## src/rtl/ps2_pkg.sv

```systemverilog
// PS/2 command scheduler shared definitions:
// protocol byte values and the sequencer state encoding.
package ps2_pkg;

  localparam logic [7:0] ACK          = 8'hFA;
  localparam logic [7:0] RESEND       = 8'hFE;
  localparam logic [7:0] KBD_ERROR    = 8'hFC;
  localparam logic [7:0] SELF_TEST    = 8'hAA;
  localparam logic [7:0] CMD_SET_LEDS = 8'hED;
  localparam logic [7:0] CMD_ENABLE   = 8'hF4;
  localparam logic [7:0] CMD_RESET    = 8'hFF;

  typedef enum logic [2:0] {
    S_IDLE,
    S_SEND_CMD,
    S_WAIT_CMD_ACK,
    S_SEND_PARAM,
    S_WAIT_PARAM_ACK,
    S_FINISH
  } state_t;

  function automatic logic is_rsp(input logic [7:0] b);
    return (b == ACK) || (b == RESEND) || (b == KBD_ERROR);
  endfunction

endpackage

```

## src/rtl/ps2_cmd_scheduler_if.sv

```systemverilog
// Requester, transceiver and scan-forward signals of the scheduler.
// master = scheduler side, slave = requesters/transceiver side.
interface ps2_cmd_scheduler_if;
  logic [1:0] req;
  logic [7:0] cmd0;
  logic [7:0] cmd1;
  logic [7:0] param0;
  logic [7:0] param1;
  logic       has_param0;
  logic       has_param1;
  logic [1:0] gnt;
  logic [1:0] done;
  logic       err;
  logic       ps2_write;
  logic [7:0] ps2_tx_data;
  logic       ps2_read;
  logic [7:0] ps2_rx_data;
  logic       ps2_busy;
  logic       scan_valid;
  logic [7:0] scan_data;
  logic       busy;

  modport master (
    input  req, cmd0, cmd1, param0, param1,
    input  has_param0, has_param1,
    input  ps2_read, ps2_rx_data, ps2_busy,
    output gnt, done, err, ps2_write, ps2_tx_data,
    output scan_valid, scan_data, busy
  );

  modport slave (
    output req, cmd0, cmd1, param0, param1,
    output has_param0, has_param1,
    output ps2_read, ps2_rx_data, ps2_busy,
    input  gnt, done, err, ps2_write, ps2_tx_data,
    input  scan_valid, scan_data, busy
  );
endinterface

```

## src/rtl/ps2_rr_arbiter2.sv

```systemverilog
// Two-way round-robin arbiter: combinational grant,
// registered last grant (resets to 1 so requester 0 wins first).
module ps2_rr_arbiter2 (
  input  logic       clk,
  input  logic       rst_n,
  input  logic       i_en,
  input  logic [1:0] i_req,
  output logic [1:0] o_gnt
);

  logic r_last;

  always_comb begin
    o_gnt = 2'b00;
    if (i_en) begin
      unique case (i_req)
        2'b01:   o_gnt = 2'b01;
        2'b10:   o_gnt = 2'b10;
        2'b11:   o_gnt = r_last ? 2'b01 : 2'b10;
        default: o_gnt = 2'b00;
      endcase
    end
  end

  always_ff @(posedge clk or negedge rst_n) begin
    if (!rst_n) begin
      r_last <= 1'b1;
    end else if (|o_gnt) begin
      r_last <= o_gnt[1];
    end
  end

endmodule

```

## src/rtl/ps2_cmd_scheduler.sv

```systemverilog
// PS/2 host command scheduler: arbitrates two requesters onto the
// transmit path and runs the cmd/param ACK handshake with retry.
module ps2_cmd_scheduler #(
  parameter int ACK_TIMEOUT = 240000,
  parameter int MAX_RETRY   = 2
) (
  input logic                 clk,
  input logic                 rst_n,
  ps2_cmd_scheduler_if.master bus
);
  import ps2_pkg::*;

  localparam int TO_W = $clog2(ACK_TIMEOUT + 1);
  localparam int RT_W = (MAX_RETRY < 1) ? 1 : $clog2(MAX_RETRY + 1);
  localparam logic [TO_W-1:0] TO_LAST = TO_W'(ACK_TIMEOUT - 1);
  localparam logic [RT_W-1:0] RT_MAX = RT_W'(MAX_RETRY);

  state_t          r_state;
  state_t          w_next;
  logic [TO_W-1:0] r_cnt;
  logic [RT_W-1:0] r_retry;
  logic [7:0]      r_tx;
  logic [7:0]      r_param;
  logic            r_has_param;
  logic            r_owner;
  logic            r_err;
  logic            r_scan_v;
  logic [7:0]      r_scan_d;

  logic [1:0] w_gnt;
  logic       w_arb_en;
  logic       w_wait;
  logic       w_fa;
  logic       w_fc;
  logic       w_again;
  logic       w_can_retry;
  logic       w_retry;
  logic       w_send;
  logic       w_fwd;

  assign w_arb_en = rst_n && (r_state == S_IDLE);

  ps2_rr_arbiter2 u_arb (
    .clk   (clk),
    .rst_n (rst_n),
    .i_en  (w_arb_en),
    .i_req (bus.req),
    .o_gnt (w_gnt)
  );

  assign w_wait = (r_state == S_WAIT_CMD_ACK) ||
                  (r_state == S_WAIT_PARAM_ACK);
  assign w_fa = bus.ps2_read && (bus.ps2_rx_data == ACK);
  assign w_fc = bus.ps2_read && (bus.ps2_rx_data == KBD_ERROR);
  // ACK and error win over a coincident timeout expiry
  assign w_again = !w_fa && !w_fc &&
                   ((bus.ps2_read && (bus.ps2_rx_data == RESEND)) ||
                    (r_cnt == TO_LAST));
  assign w_can_retry = r_retry < RT_MAX;
  assign w_retry = w_wait && w_again && w_can_retry;
  assign w_send = ((r_state == S_SEND_CMD) ||
                   (r_state == S_SEND_PARAM)) && !bus.ps2_busy;
  assign w_fwd = bus.ps2_read &&
                 !(w_wait && is_rsp(bus.ps2_rx_data));

  always_comb begin
    w_next = r_state;
    unique case (r_state)
      S_IDLE:       if (|w_gnt) w_next = S_SEND_CMD;
      S_SEND_CMD:   if (w_send) w_next = S_WAIT_CMD_ACK;
      S_SEND_PARAM: if (w_send) w_next = S_WAIT_PARAM_ACK;
      S_WAIT_CMD_ACK, S_WAIT_PARAM_ACK: begin
        unique case (1'b1)
          w_fa: w_next = ((r_state == S_WAIT_CMD_ACK) && r_has_param)
                         ? S_SEND_PARAM : S_FINISH;
          w_fc: w_next = S_FINISH;
          w_again: begin
            if (!w_can_retry)
              w_next = S_FINISH;
            else if (r_state == S_WAIT_CMD_ACK)
              w_next = S_SEND_CMD;
            else
              w_next = S_SEND_PARAM;
          end
          default: w_next = r_state;
        endcase
      end
      S_FINISH: w_next = S_IDLE;
      default:  w_next = S_IDLE;
    endcase
  end

  always_ff @(posedge clk or negedge rst_n) begin
    if (!rst_n) begin
      r_state     <= S_IDLE;
      r_cnt       <= '0;
      r_retry     <= '0;
      r_tx        <= '0;
      r_param     <= '0;
      r_has_param <= 1'b0;
      r_owner     <= 1'b0;
      r_err       <= 1'b0;
      r_scan_v    <= 1'b0;
      r_scan_d    <= '0;
    end else begin
      r_state  <= w_next;
      r_scan_v <= w_fwd;
      if (w_fwd) r_scan_d <= bus.ps2_rx_data;
      if (|w_gnt) begin
        r_owner     <= w_gnt[1];
        r_tx        <= w_gnt[1] ? bus.cmd1 : bus.cmd0;
        r_param     <= w_gnt[1] ? bus.param1 : bus.param0;
        r_has_param <= w_gnt[1] ? bus.has_param1 : bus.has_param0;
        r_retry     <= '0;
      end
      if (w_send) r_cnt <= '0;
      else if (w_wait) r_cnt <= r_cnt + 1'b1;
      if (w_next == S_SEND_PARAM && r_state == S_WAIT_CMD_ACK && w_fa)
        r_tx <= r_param;
      if (w_retry) r_retry <= r_retry + 1'b1;
      if (w_wait && w_next == S_FINISH) r_err <= !w_fa;
    end
  end

  assign bus.gnt         = w_gnt;
  assign bus.ps2_write   = w_send;
  assign bus.ps2_tx_data = r_tx;
  assign bus.done        = (r_state != S_FINISH) ? 2'b00 :
                           (r_owner ? 2'b10 : 2'b01);
  assign bus.err         = (r_state == S_FINISH) && r_err;
  assign bus.scan_valid  = r_scan_v;
  assign bus.scan_data   = r_scan_d;
  assign bus.busy        = r_state != S_IDLE;

endmodule

```

## src/flat_wrapper.sv

```systemverilog
// flat-port wrapper written by rule: the top's interface ports become plain ports
module ps2_cmd_scheduler_flat import ps2_pkg::*;
#(
  parameter int ACK_TIMEOUT = 240000,
  parameter int MAX_RETRY   = 2
)
  (clk, rst_n, bus_req, bus_cmd0, bus_cmd1, bus_param0, bus_param1, bus_has_param0, bus_has_param1, bus_ps2_read, bus_ps2_rx_data, bus_ps2_busy, bus_gnt, bus_done, bus_err, bus_ps2_write, bus_ps2_tx_data, bus_scan_valid, bus_scan_data, bus_busy);
  ps2_cmd_scheduler_if bus_i ();
  input logic clk;
  input logic rst_n;
  input wire logic [$bits(bus_i.req)-1:0] bus_req;
  input wire logic [$bits(bus_i.cmd0)-1:0] bus_cmd0;
  input wire logic [$bits(bus_i.cmd1)-1:0] bus_cmd1;
  input wire logic [$bits(bus_i.param0)-1:0] bus_param0;
  input wire logic [$bits(bus_i.param1)-1:0] bus_param1;
  input wire logic [$bits(bus_i.has_param0)-1:0] bus_has_param0;
  input wire logic [$bits(bus_i.has_param1)-1:0] bus_has_param1;
  input wire logic [$bits(bus_i.ps2_read)-1:0] bus_ps2_read;
  input wire logic [$bits(bus_i.ps2_rx_data)-1:0] bus_ps2_rx_data;
  input wire logic [$bits(bus_i.ps2_busy)-1:0] bus_ps2_busy;
  output wire logic [$bits(bus_i.gnt)-1:0] bus_gnt;
  output wire logic [$bits(bus_i.done)-1:0] bus_done;
  output wire logic [$bits(bus_i.err)-1:0] bus_err;
  output wire logic [$bits(bus_i.ps2_write)-1:0] bus_ps2_write;
  output wire logic [$bits(bus_i.ps2_tx_data)-1:0] bus_ps2_tx_data;
  output wire logic [$bits(bus_i.scan_valid)-1:0] bus_scan_valid;
  output wire logic [$bits(bus_i.scan_data)-1:0] bus_scan_data;
  output wire logic [$bits(bus_i.busy)-1:0] bus_busy;
  assign bus_i.req = bus_req;
  assign bus_i.cmd0 = bus_cmd0;
  assign bus_i.cmd1 = bus_cmd1;
  assign bus_i.param0 = bus_param0;
  assign bus_i.param1 = bus_param1;
  assign bus_i.has_param0 = bus_has_param0;
  assign bus_i.has_param1 = bus_has_param1;
  assign bus_i.ps2_read = bus_ps2_read;
  assign bus_i.ps2_rx_data = bus_ps2_rx_data;
  assign bus_i.ps2_busy = bus_ps2_busy;
  assign bus_gnt = bus_i.gnt;
  assign bus_done = bus_i.done;
  assign bus_err = bus_i.err;
  assign bus_ps2_write = bus_i.ps2_write;
  assign bus_ps2_tx_data = bus_i.ps2_tx_data;
  assign bus_scan_valid = bus_i.scan_valid;
  assign bus_scan_data = bus_i.scan_data;
  assign bus_busy = bus_i.busy;
  ps2_cmd_scheduler #(.ACK_TIMEOUT(ACK_TIMEOUT), .MAX_RETRY(MAX_RETRY)) u_core (.clk(clk), .rst_n(rst_n), .bus(bus_i));
endmodule
```

## config.mk

```make
export PLATFORM = sky130hd
export DESIGN_NAME = ps2_cmd_scheduler_flat
export DESIGN_NICKNAME = d
export VERILOG_FILES = /design/src/rtl/ps2_pkg.sv /design/src/rtl/ps2_cmd_scheduler_if.sv /design/src/rtl/ps2_rr_arbiter2.sv /design/src/rtl/ps2_cmd_scheduler.sv /design/src/flat_wrapper.sv
export SDC_FILE = /design/constraint.sdc
export NUM_CORES = 1
export LEC_CHECK = 0
export ABC_AREA = 1
export CAP_MARGIN = 10
export CELL_PAD_IN_SITES_DETAIL_PLACEMENT = 1
export CELL_PAD_IN_SITES_GLOBAL_PLACEMENT = 1
export CORE_MARGIN = 1.5
export CORE_UTILIZATION = 34
export CTS_BUF_LIST = sky130_fd_sc_hd__clkbuf_2 sky130_fd_sc_hd__clkbuf_4 sky130_fd_sc_hd__clkbuf_8
export CTS_CLUSTER_SIZE = 25
export DETAILED_ROUTE_END_ITERATION = 12
export PLACE_DENSITY_LB_ADDON = 0.05
export SYNTH_ARGS = -nofsm -noshare
export SYNTH_HDL_FRONTEND = slang
export SYNTH_SLANG_ARGS = --single-unit
```

## constraint.sdc

```tcl
create_clock -name clk -period 1.5 [get_ports clk]
set_input_delay 0.225 -clock clk [delete_from_list [all_inputs] [get_ports clk]]
set_output_delay 0.225 -clock clk [all_outputs]
set_load 0.01 [all_outputs]
```

==> results.sh <==
export IMPL_via_count_of_the_first_global_routing_pass=3399
export IMPL_numClockSinks=52
export IMPL_placeableCoreArea_sq_um=8680
export IMPL_run_status="finished, violations left"
export IMPL_layout_min_cycle_time_ps=1730
export IMPL_timing_worst_slew_pin_value_ps=706
export IMPL_post_layout_nonfiller_instances=647
export IMPL_p_comb_share_pct=53.0
export IMPL_drc=0
export IMPL_power_mw=6.71
export IMPL_clkPwrFrac_pct=16.2
export IMPL_dominant_combinational_cell_family_by_area_after_synthesis="simple AND/OR/NAND/NOR gates"
export IMPL_grt_pass1_wl_microns=15800
export IMPL_synth_ff_latch_count=52
export IMPL_grt_start_max_net_pins=53
export IMPL_post_route_cells_drive_above_1_share_pct=43.6
export IMPL_worstPathRequired_ps=1690
export IMPL_setup_violations_final=47
export IMPL_synthesis_nets=439
export IMPL_initial_utilization_pct=34.8
export IMPL_grtUsageTotal_pct=20.5
export IMPL_yosys_area_share_xor_xnor_pct=0
export IMPL_floorplan_die_area_sq_um=9470
export IMPL_ioPinCount=72
export IMPL_sequential_share_of_power_pct=30.8
export IMPL_grt_use_met1_pct=24.1
export IMPL_globalRoute_totalOverflow=0
export IMPL_critPathMaxFanout=8
export IMPL_post_synth_inst_count=390
export IMPL_largest_cells_by_area_after_synthesis="sky130_fd_sc_hd__dfrtp_1 (42%), sky130_fd_sc_hd__nand2_1 (14%), sky130_fd_sc_hd__o21ai_1 (4.8%)"
export IMPL_routed_via_count=3152
export IMPL_worst_slew_margin_rel_pct=52.9
export IMPL_synth_seq_area_share_pct=43.1
export IMPL_clock_latency_ps=310
export IMPL_drt_first_iter_violations=64
export IMPL_place_hpwl_microns=6790
export IMPL_synth_largest_type_area_fraction_pct=42.2
export IMPL_gp_congestion=0.828
export IMPL_synth_async_sr_flop_share_pct=100
export IMPL_dr_wl_cell_microns=15.8
export IMPL_cts_tree="built"
export IMPL_hold_buffers=0
export IMPL_critPathCaptureType="flop"
export IMPL_wirelength_microns=10300
export IMPL_floorplan_rows=34
export IMPL_timing_worst_setup_path_type="flop to flop"
export IMPL_ctsLongestPathBuffers=2
export IMPL_arrival_ps=1920
export IMPL_cts_htree_levels=2
export IMPL_synth_flop_cell="sky130_fd_sc_hd__dfrtp_1"
export IMPL_fmax_mhz=578
export IMPL_route_detailed_vias_per_inst=4.87
export IMPL_power_switching_share_pct=38.0
export IMPL_net_switching_power_mw=2.55
export IMPL_min_period_over_period_pct=115
export IMPL_synth_cell_types=37
export IMPL_rsz0062_at_grt="yes"
export IMPL_cts_buffers_inserted=5
export IMPL_setup_ws_ps=-232
export IMPL_numPlacedInstances=616
export IMPL_grtUsageMet3_pct=2.88
export IMPL_final_hold_violation_count=0
export IMPL_die_x_microns=97.3
export IMPL_clock_skew_ps=10.1
export IMPL_timing_max_cap_violations=0
export IMPL_leakage_nw=2.55
export IMPL_syn_cell_area_sq_um=3020
export IMPL_yosysTopAreaCell="sky130_fd_sc_hd__dfrtp_1"
export IMPL_ant_nets=0
export IMPL_cts_clk_slew_worst_paths_ps=110
export IMPL_die_height_microns=97.3
export IMPL_post_synth_mux_area_share_pct=0
export IMPL_antenna_cells=0
export IMPL_power_density_nw_per_um2=1310
export IMPL_holdCritPathClass="input pin to asynchronous set/reset pin"
export IMPL_synth_simple_gate_area_share_pct=37.0
export IMPL_post_synth_fa_ha_maj_area_fraction_pct=0.414
export IMPL_layout_nets=587
export IMPL_synth_most_common_cell="sky130_fd_sc_hd__nand2_1"
export IMPL_antenna_violations_before_repair=0
export IMPL_netlist_top_cells_count="sky130_fd_sc_hd__nand2_1 (116), sky130_fd_sc_hd__dfrtp_1 (51), sky130_fd_sc_hd__nor2_1 (32)"
export IMPL_start_kind="flop"
export IMPL_slew_violations=0
export IMPL_ys_warnings_count=0
export IMPL_top_usage_layer="met2"
export IMPL_vdd_drop_max_uv=599
export IMPL_port_buffers=71
export IMPL_drt_first_pass_iters=4
export IMPL_synth_compound_area_share_pct=10.8
export IMPL_place_ws_ps=-404
export IMPL_intPower_mw=4.16
export IMPL_fin_worst_hold_slack_ps=83.8
export IMPL_met2_usage_pct=38.6
export IMPL_area_delta_synth_final_pct=69.4
export IMPL_finish_utilization_pct=59.0
export IMPL_clockRootBuffer="sky130_fd_sc_hd__clkbuf_8"
export IMPL_synth_avg_cell_area_sq_um=7.75
export IMPL_number_of_flops_mapped_to_enable_cells_by_yosys=0
export IMPL_failed_checks="negative setup slack"
-- layer usage --
layer | part of all wire, % | vias to the layer above | wire length [microns]
met1 | 41 | 1536 | 4180
met5 | 0 | - | 0
li1 | - | 1547 | -
met2 | 55 | 54 | 5650
met4 | 1.5 | 0 | 155
met3 | 2.5 | 15 | 259
-- cells by family after synthesis --
family / Yosys count
flops: 52
simple gates: 226
fa+ha+maj: 1
buf+inv: 55
compound gates: 56
-- cell type report --
cell class	instances	area, sq um
Fill cell	1040	3560
Multi-Input combinational cell	283	1860
Timing Repair Buffer	151	1490
Sequential cell	52	1310
Inverter	45	196
Tap cell	108	135
Clock buffer	7	96.3
Clock inverter	1	30.0
-- registers in the layout, indices dropped and copies added (netlist names) --
| signal | cells |
|---|---|
| u_core.r_cnt | 18 |
| u_core.bus.ps2_tx_data | 8 |
| u_core.bus.scan_data | 8 |
| u_core.r_param | 8 |
| u_core.r_state | 3 |
| u_core.r_retry | 2 |
| u_core.bus.scan_valid | 1 |
| u_core.r_err | 1 |
| u_core.r_has_param | 1 |
| u_core.r_owner | 1 |
| u_core.u_arb.r_last | 1 |
-- critical path, stage by stage, from the launching register on --
cell	delay [ps]
sky130_fd_sc_hd__dfrtp_1	420
sky130_fd_sc_hd__nor2_2	190
sky130_fd_sc_hd__nand2_2	100
sky130_fd_sc_hd__nor2_4	140
sky130_fd_sc_hd__buf_6	120
sky130_fd_sc_hd__nand2_4	60
sky130_fd_sc_hd__buf_12	150
sky130_fd_sc_hd__nand2_8	90
sky130_fd_sc_hd__nor2_4	50
sky130_fd_sc_hd__buf_12	140
sky130_fd_sc_hd__nand2_2	70
sky130_fd_sc_hd__nand3_2	70
-- power by group through the flow --
| stage | sequential, mW | combinational (mW) | clock [mW] |
|---|---|---|---|
| after floorplan | 2.09 | 1.27 | 0 |
| after detailed placement | 2.03 | 2.69 | 0 |
| after global placement | 2.02 | 2.62 | 0 |
| after global routing | 2.12 | 3.81 | 1.18 |
| after CTS | 2.02 | 3.07 | 1.12 |
| final | 2.07 | 3.55 | 1.09 |
-- path summary, 6_finish.rpt --
path,start,slack [ps],cells past startpoint,to
setup reg to reg,u_core.r_state[0]$_DFF_PN0_,-230,11,u_core.bus.ps2_tx_data[2]$_DFFE_PN0P_
max in group asynchronous,rst_n,910,2,u_core.bus.scan_data[5]$_DFFE_PN0P_
hold reg to reg,u_core.r_err$_DFFE_PN0P_,480,2,u_core.r_err$_DFFE_PN0P_
min in group clk,u_core.r_err$_DFFE_PN0P_,480,2,u_core.r_err$_DFFE_PN0P_
setup / recovery,u_core.r_state[0]$_DFF_PN0_,-230,11,u_core.bus.ps2_tx_data[2]$_DFFE_PN0P_
hold / removal,rst_n,80,2,u_core.r_cnt[15]$_DFFE_PN0P_
-- timing repair --
| item | in CTS | in global routing |
|---|---|---|
| setup buffers | 13 | 14 |
| pin swaps | 25 | 36 |
| resized for setup | 74 | 116 |
| setup endpoints to repair | 51 | 59 |
-- per-stage QoR --
step | TNS (ps) | cell area (sq um)
2_1_floorplan | 0 | 3030
3_3_place_gp | -11410 | 4260
3_5_place_dp | -13070 | 4260
4_1_cts | -2490 | 4620
5_1_grt | -8460 | 5120
6_report | -4930 | 5120
-- layout by cell type (no fill, tap or decap), types with 7 or more instances in the layout --
cell,instances
sky130_fd_sc_hd__dfrtp_1,49
sky130_fd_sc_hd__nand2_4,10
sky130_fd_sc_hd__o21ai_2,14
sky130_fd_sc_hd__nor2_2,7
sky130_fd_sc_hd__nand2_1,85
sky130_fd_sc_hd__buf_6,23
sky130_fd_sc_hd__clkbuf_8,7
sky130_fd_sc_hd__nand3_1,13
sky130_fd_sc_hd__inv_1,24
sky130_fd_sc_hd__inv_2,13
sky130_fd_sc_hd__nor2_1,23
sky130_fd_sc_hd__a21oi_1,9
sky130_fd_sc_hd__buf_4,50
sky130_fd_sc_hd__nor2_4,13
sky130_fd_sc_hd__clkdlybuf4s50_1,50
sky130_fd_sc_hd__nand2_2,34
sky130_fd_sc_hd__o21ai_1,18
sky130_fd_sc_hd__nand4_1,9
sky130_fd_sc_hd__nand3_2,14
sky130_fd_sc_hd__dlymetal6s2s_1,13
(Power assumes the default switching activity.)
